**config.mk**
```make
export PLATFORM = sky130hd
export DESIGN_NAME = sophiali_hex_display
export DESIGN_NICKNAME = d
export VERILOG_FILES = /design/src/rtl/sophiali_disp_pkg.sv /design/src/rtl/sophiali_sync_edge.sv /design/src/rtl/sophiali_hex_display.sv
export SDC_FILE = /design/constraint.sdc
export NUM_CORES = 1
export LEC_CHECK = 0
export ABC_AREA = 0
export CORE_UTILIZATION = 41
export DETAILED_ROUTE_END_ITERATION = 10
export GPL_TIMING_DRIVEN = 0
export SETUP_SLACK_MARGIN = 0.2
export SYNTH_ARGS = -nofsm -noshare
export SYNTH_HDL_FRONTEND = slang
export SYNTH_SLANG_ARGS = --single-unit
```
**constraint.sdc**
```tcl
create_clock -name clock -period 3.95 [get_ports clock]
set_input_delay 0.9875 -clock clock [delete_from_list [all_inputs] [get_ports clock]]
set_output_delay 0.9875 -clock clock [all_outputs]
set_load 0.01 [all_outputs]
```
**src/rtl/sophiali_disp_pkg.sv**
```systemverilog
// Shared types and the hex-to-segment decoder for the accumulator result display.
package sophiali_disp_pkg;

    typedef logic [6:0] seg_t;

    localparam seg_t SEG_BLANK     = 7'h00;
    localparam int   CNT_W_DEFAULT = 12;

    // Segment order is {g,f,e,d,c,b,a}, active-high.
    function automatic seg_t hex7(input logic [3:0] nib);
        seg_t s;
        case (nib)
            4'h0: s = 7'h3F;
            4'h1: s = 7'h06;
            4'h2: s = 7'h5B;
            4'h3: s = 7'h4F;
            4'h4: s = 7'h66;
            4'h5: s = 7'h6D;
            4'h6: s = 7'h7D;
            4'h7: s = 7'h07;
            4'h8: s = 7'h7F;
            4'h9: s = 7'h6F;
            4'hA: s = 7'h77;
            4'hB: s = 7'h7C;
            4'hC: s = 7'h39;
            4'hD: s = 7'h5E;
            4'hE: s = 7'h79;
            default: s = 7'h71;
        endcase
        return s;
    endfunction

endpackage

```
**src/rtl/sophiali_sync_edge.sv**
```systemverilog
// Two-flop synchroniser for an asynchronous button, producing a one-cycle pulse
// on each synchronised rising edge so a held button acts only once.
module sophiali_sync_edge (
    input  logic clock,
    input  logic reset,
    input  logic din,
    output logic pulse
);

    logic s1, s2, prev;

    // NOTE: sequential state uses non-blocking assignments so every flop samples
    // the pre-edge value of its neighbour; blocking here would collapse the chain.
    always_ff @(posedge clock or posedge reset) begin
        if (reset) begin
            s1   <= 1'b0;
            s2   <= 1'b0;
            prev <= 1'b0;
        end else begin
            s1   <= din;
            s2   <= s1;
            prev <= s2;
        end
    end

    assign pulse = s2 & ~prev;

endmodule

```
**src/rtl/sophiali_hex_display.sv**
```systemverilog
// Serial-in byte receiver with latch, shown as two time-multiplexed hex digits
// on one 7-segment bus with a digit-select line.
module sophiali_hex_display
    import sophiali_disp_pkg::*;
#(
    parameter int CNT_W = CNT_W_DEFAULT
) (
    input  logic       clock,
    input  logic       reset,
    input  logic       sdata,
    input  logic       shift,
    input  logic       latch,
    input  logic       blank,
    input  logic [1:0] rate,
    output seg_t       seg,
    output logic       dig_sel,
    output logic       loaded
);

    logic sdata_s1, sdata_s2, blank_s1, blank_s2;
    logic shift_edge, latch_edge;

    logic [7:0]       sr, disp;
    logic [3:0]       bit_cnt;
    logic [CNT_W-1:0] cnt, lim;
    logic             tick, next_dig_sel;

    // NOTE: every register, including the data byte, is cleared by reset so a
    // reset mid-shift leaves no partial byte and the display starts at digit 0.
    always_ff @(posedge clock or posedge reset) begin
        if (reset) begin
            sdata_s1 <= 1'b0;
            sdata_s2 <= 1'b0;
            blank_s1 <= 1'b0;
            blank_s2 <= 1'b0;
        end else begin
            sdata_s1 <= sdata;
            sdata_s2 <= sdata_s1;
            blank_s1 <= blank;
            blank_s2 <= blank_s1;
        end
    end

    sophiali_sync_edge u_shift_sync (
        .clock (clock),
        .reset (reset),
        .din   (shift),
        .pulse (shift_edge)
    );

    sophiali_sync_edge u_latch_sync (
        .clock (clock),
        .reset (reset),
        .din   (latch),
        .pulse (latch_edge)
    );

    // A coincident latch takes the pre-shift byte and restarts the count at the new bit.
    always_ff @(posedge clock or posedge reset) begin
        if (reset) begin
            sr      <= 8'h00;
            disp    <= 8'h00;
            bit_cnt <= 4'd0;
        end else begin
            if (shift_edge)
                sr <= {sr[6:0], sdata_s2};
            if (latch_edge) begin
                disp    <= sr;
                bit_cnt <= shift_edge ? 4'd1 : 4'd0;
            end else if (shift_edge && bit_cnt != 4'd8) begin
                bit_cnt <= bit_cnt + 4'd1;
            end
        end
    end

    assign loaded = (bit_cnt == 4'd8);

    // NOTE: all always_comb outputs are assigned on every path so no latch is inferred.
    always_comb begin
        lim          = {CNT_W{1'b1}} >> rate;
        tick         = (cnt >= lim);
        next_dig_sel = dig_sel ^ tick;
    end

    // seg is decoded from next_dig_sel so it always matches dig_sel in the same cycle.
    always_ff @(posedge clock or posedge reset) begin
        if (reset) begin
            cnt     <= '0;
            dig_sel <= 1'b0;
            seg     <= hex7(4'h0);
        end else begin
            cnt     <= tick ? '0 : cnt + CNT_W'(1);
            dig_sel <= next_dig_sel;
            seg     <= blank_s2 ? SEG_BLANK
                                : hex7(next_dig_sel ? disp[7:4] : disp[3:0]);
        end
    end

endmodule
```
==> impl_metrics.tcl <==
set metrics [dict create \
    drc_errors 0 \
    hold_end "blank_s2" \
    dp_slack_ns -0.535 \
    path_class "in2reg" \
    cp.required_ns 4.17 \
    antenna_found_initial 0 \
    htree_levels 2 \
    setup_ws_ns 0.353 \
    grt_max_degree 27 \
    fmax_mhz 278 \
    finalSetupViolCount 0 \
    grt-ovfl-total 0 \
    reg2reg_slack_ns 0.90 \
    start_kind "input pin" \
    nNetsFinal 286 \
    cts_tree "yes" \
    ant_nets 0 \
    dp.final_hpwl_um 2920 \
    syn_area_um2 2400 \
    skew_ns 0.00635 \
    first_global_vias 1656 \
    outcome "finished clean" \
    drt_iter0_drc 94 \
    whs_path_depth 0 \
    synth_top_cell_by_area "dfrtp_1" \
    clkSinkCount 50 \
    ys_ff_latch 50 \
    areaGrowthSynthToFinish_pct 23.1 \
    cts_inserted_buffers 5 \
    max-slew-margin-rel 0.623 \
    hp-class "reg2reg" \
    clock_path_buffers 2 \
    first_pass_iters 4 \
    gp_congestion 0.793 \
    leakage_nw 1.34 \
    row_count 27 \
    fin_area_um2 2960 \
    final_layout_size_suffix_gt1_frac 0.199 \
    cts-root-buf "clkbuf_8" \
    coreArea_um2 5570 \
    synth_common_cells "44 x dfrtp_1, 34 x nand2_1, 26 x nor2_1" \
    final_cell_count_no_fill 339 \
    regToRegStartpoint "cnt[9]" \
    numPlacedInstances 323 \
    post-route-util 0.531 \
    clkLatencyLatePin_ns 0.31 \
    async_flop_share 1.00 \
    avgSynthCellArea_um2 10.3 \
    gr-usage-all-layers 0.159 \
    clk_pin_slew_ns 0.10 \
    min_from "blank_s1" \
    ff2ff_path_depth 11 \
    hold_ws_ns 0.356 \
    yosysSeqAreaShare 0.523 \
    period_share 0.911 \
    period_minus_slack_ns 3.60 \
    crit_chain "dlymetal6s2s_1 > or2_4 > ha_4 > nand3_2 > or4_4 > a211oi_4 > buf_6 > buf_8 > mux2i_4 > inv_2 > ha_4 > mux2_4 > a221oi_2" \
    yosys_warnings 0 \
    max_stage_delay_ns 0.53 \
    synth_cell_type_count 44 \
    io_pins 17 \
    power_mw 1.78 \
    synth_ff_type "dfrtp_1" \
    worst_setup_path_end_kind "flop" \
    portBuffers 16 \
    cp_slowest_cell "or4_4" \
    arrival_ns 3.82 \
    die_h_um 78.6 \
    vdd_drop_max_mv 0.247 \
    synth_area_leaders "dfrtp_1 46%, dfstp_2 6.6%, ha_1 6.2%" \
    dieWidth_um 78.6 \
    synth.net_count 254 \
    die_area_um2 6180 \
    grt_setup_unrepaired "false" \
    crit_path_frequent_cell "ha_4" \
    wl_per_cell_um 12.4 \
    routed_wl_um 4220 \
    vias 1722 \
    fin_setup_tns_ns 0 \
    synthCells 234 \
    power_density_nw_per_um2 602 \
    placed_area_um2 2760 \
    via_per_inst 5.08 \
    drv_slew 0 \
    initial_utilization 0.431 \
    tightest_slew_ns 0.564 \
    reg2reg_to "seg[5]" \
    yosysMostFrequentCell "dfrtp_1" \
    synth_edf_count 0 \
    synth_top_cell_area_share 0.458 \
    crit_fanout 6 \
    hold_viol_final 0 \
    max_cap_viol_count 0 \
    diodes 0 \
    grt_pass1_wl_um 7760 \
]
[logic make-up after synthesis]
| group | Yosys count | share of synthesized area |
|---|---|---|
| flip-flops | 50 | 0.523 |
| buffers and inverters | 23 | 0.0369 |
| AO/OA/AOI/OAI | 25 | 0.0770 |
| XOR/XNOR | 13 | 0.0473 |
| AND/OR/NAND/NOR | 97 | 0.190 |
| multiplexers | 14 | 0.0630 |
| adder cells (fa/ha/maj) | 12 | 0.0624 |
[layout by cell type, fill, tap and decap left out, types with 2 or more instances in the layout]
master / n
dfstp_2: 6
dfrtp_1: 44
a21oi_1: 5
nor3_1: 6
nor2b_1: 2
inv_1: 10
mux2_2: 7
nand2_1: 34
o31ai_1: 2
a31oi_1: 2
buf_6: 2
nand4_1: 5
nand3_1: 8
clkbuf_1: 7
nor3b_1: 2
inv_2: 3
ha_4: 3
o21ai_0: 5
nand2b_1: 3
clkbuf_8: 5
mux2i_1: 3
xor2_1: 8
nor2_1: 26
buf_4: 7
ha_1: 8
mux2_4: 2
xnor2_1: 5
clkdlybuf4s50_1: 14
[worst max path at each step]
stage,startpoint,to,cells after the start
6_report,rate[0],seg[5],13
5_1_grt,rate[0],seg[5],13
4_1_cts,rate[0],seg[5],13
3_5_place_dp,rate[1],seg[5],13
3_3_place_gp,rate[1],seg[5],13
2_1_floorplan,rate[1],seg[5],12
[where the power goes]
part | internal, mW | switching [mW] | leakage (nW)
sequential | 0.638 | 0.0932 | 0.625
clock | 0.192 | 0.181 | 0.0587
combinational | 0.347 | 0.331 | 0.661
total | 1.18 | 0.605 | 1.34
[layer usage]
metal,GRT usage,vias up,routed length (um)
met4,0.0574,0,59
met5,0,-,0
li1,-,852,-
met2,0.250,42,1950
met3,0.0314,7,180
met1,0.218,821,2020
[registers in the layout, indices dropped and copies added (netlist names), 4 cells and up]
name,count
bit_cnt,4
cnt,12
disp,8
seg,7
sr,8
[what timing repair did]
item                       4_1_cts  5_1_grt
setup buffers                    6        2
pin swaps                        5        7
setup endpoints to repair        7        5
gates resized for setup          7        6
hold buffers                     0        0
[critical path, delay by kind of cell]
family	cells	cell delay, ns
AND/OR/NAND/NOR	3	0.84
AO/OA/AOI/OAI	2	0.53
multiplexers	2	0.52
buffers and inverters	4	0.47
adder cells (fa/ha/maj)	2	0.46
[area by class of cell]
cell class | count | area, um2
fill | 516 | 2610
buffer | 10 | 56.3
clock inverter | 3 | 47.5
multi-input combinational | 161 | 1150
inverter | 13 | 48.8
timing repair buffer | 25 | 241
sequential | 50 | 1260
tap | 72 | 90.1
clock buffer | 5 | 68.8
(Power assumes the default switching activity.)
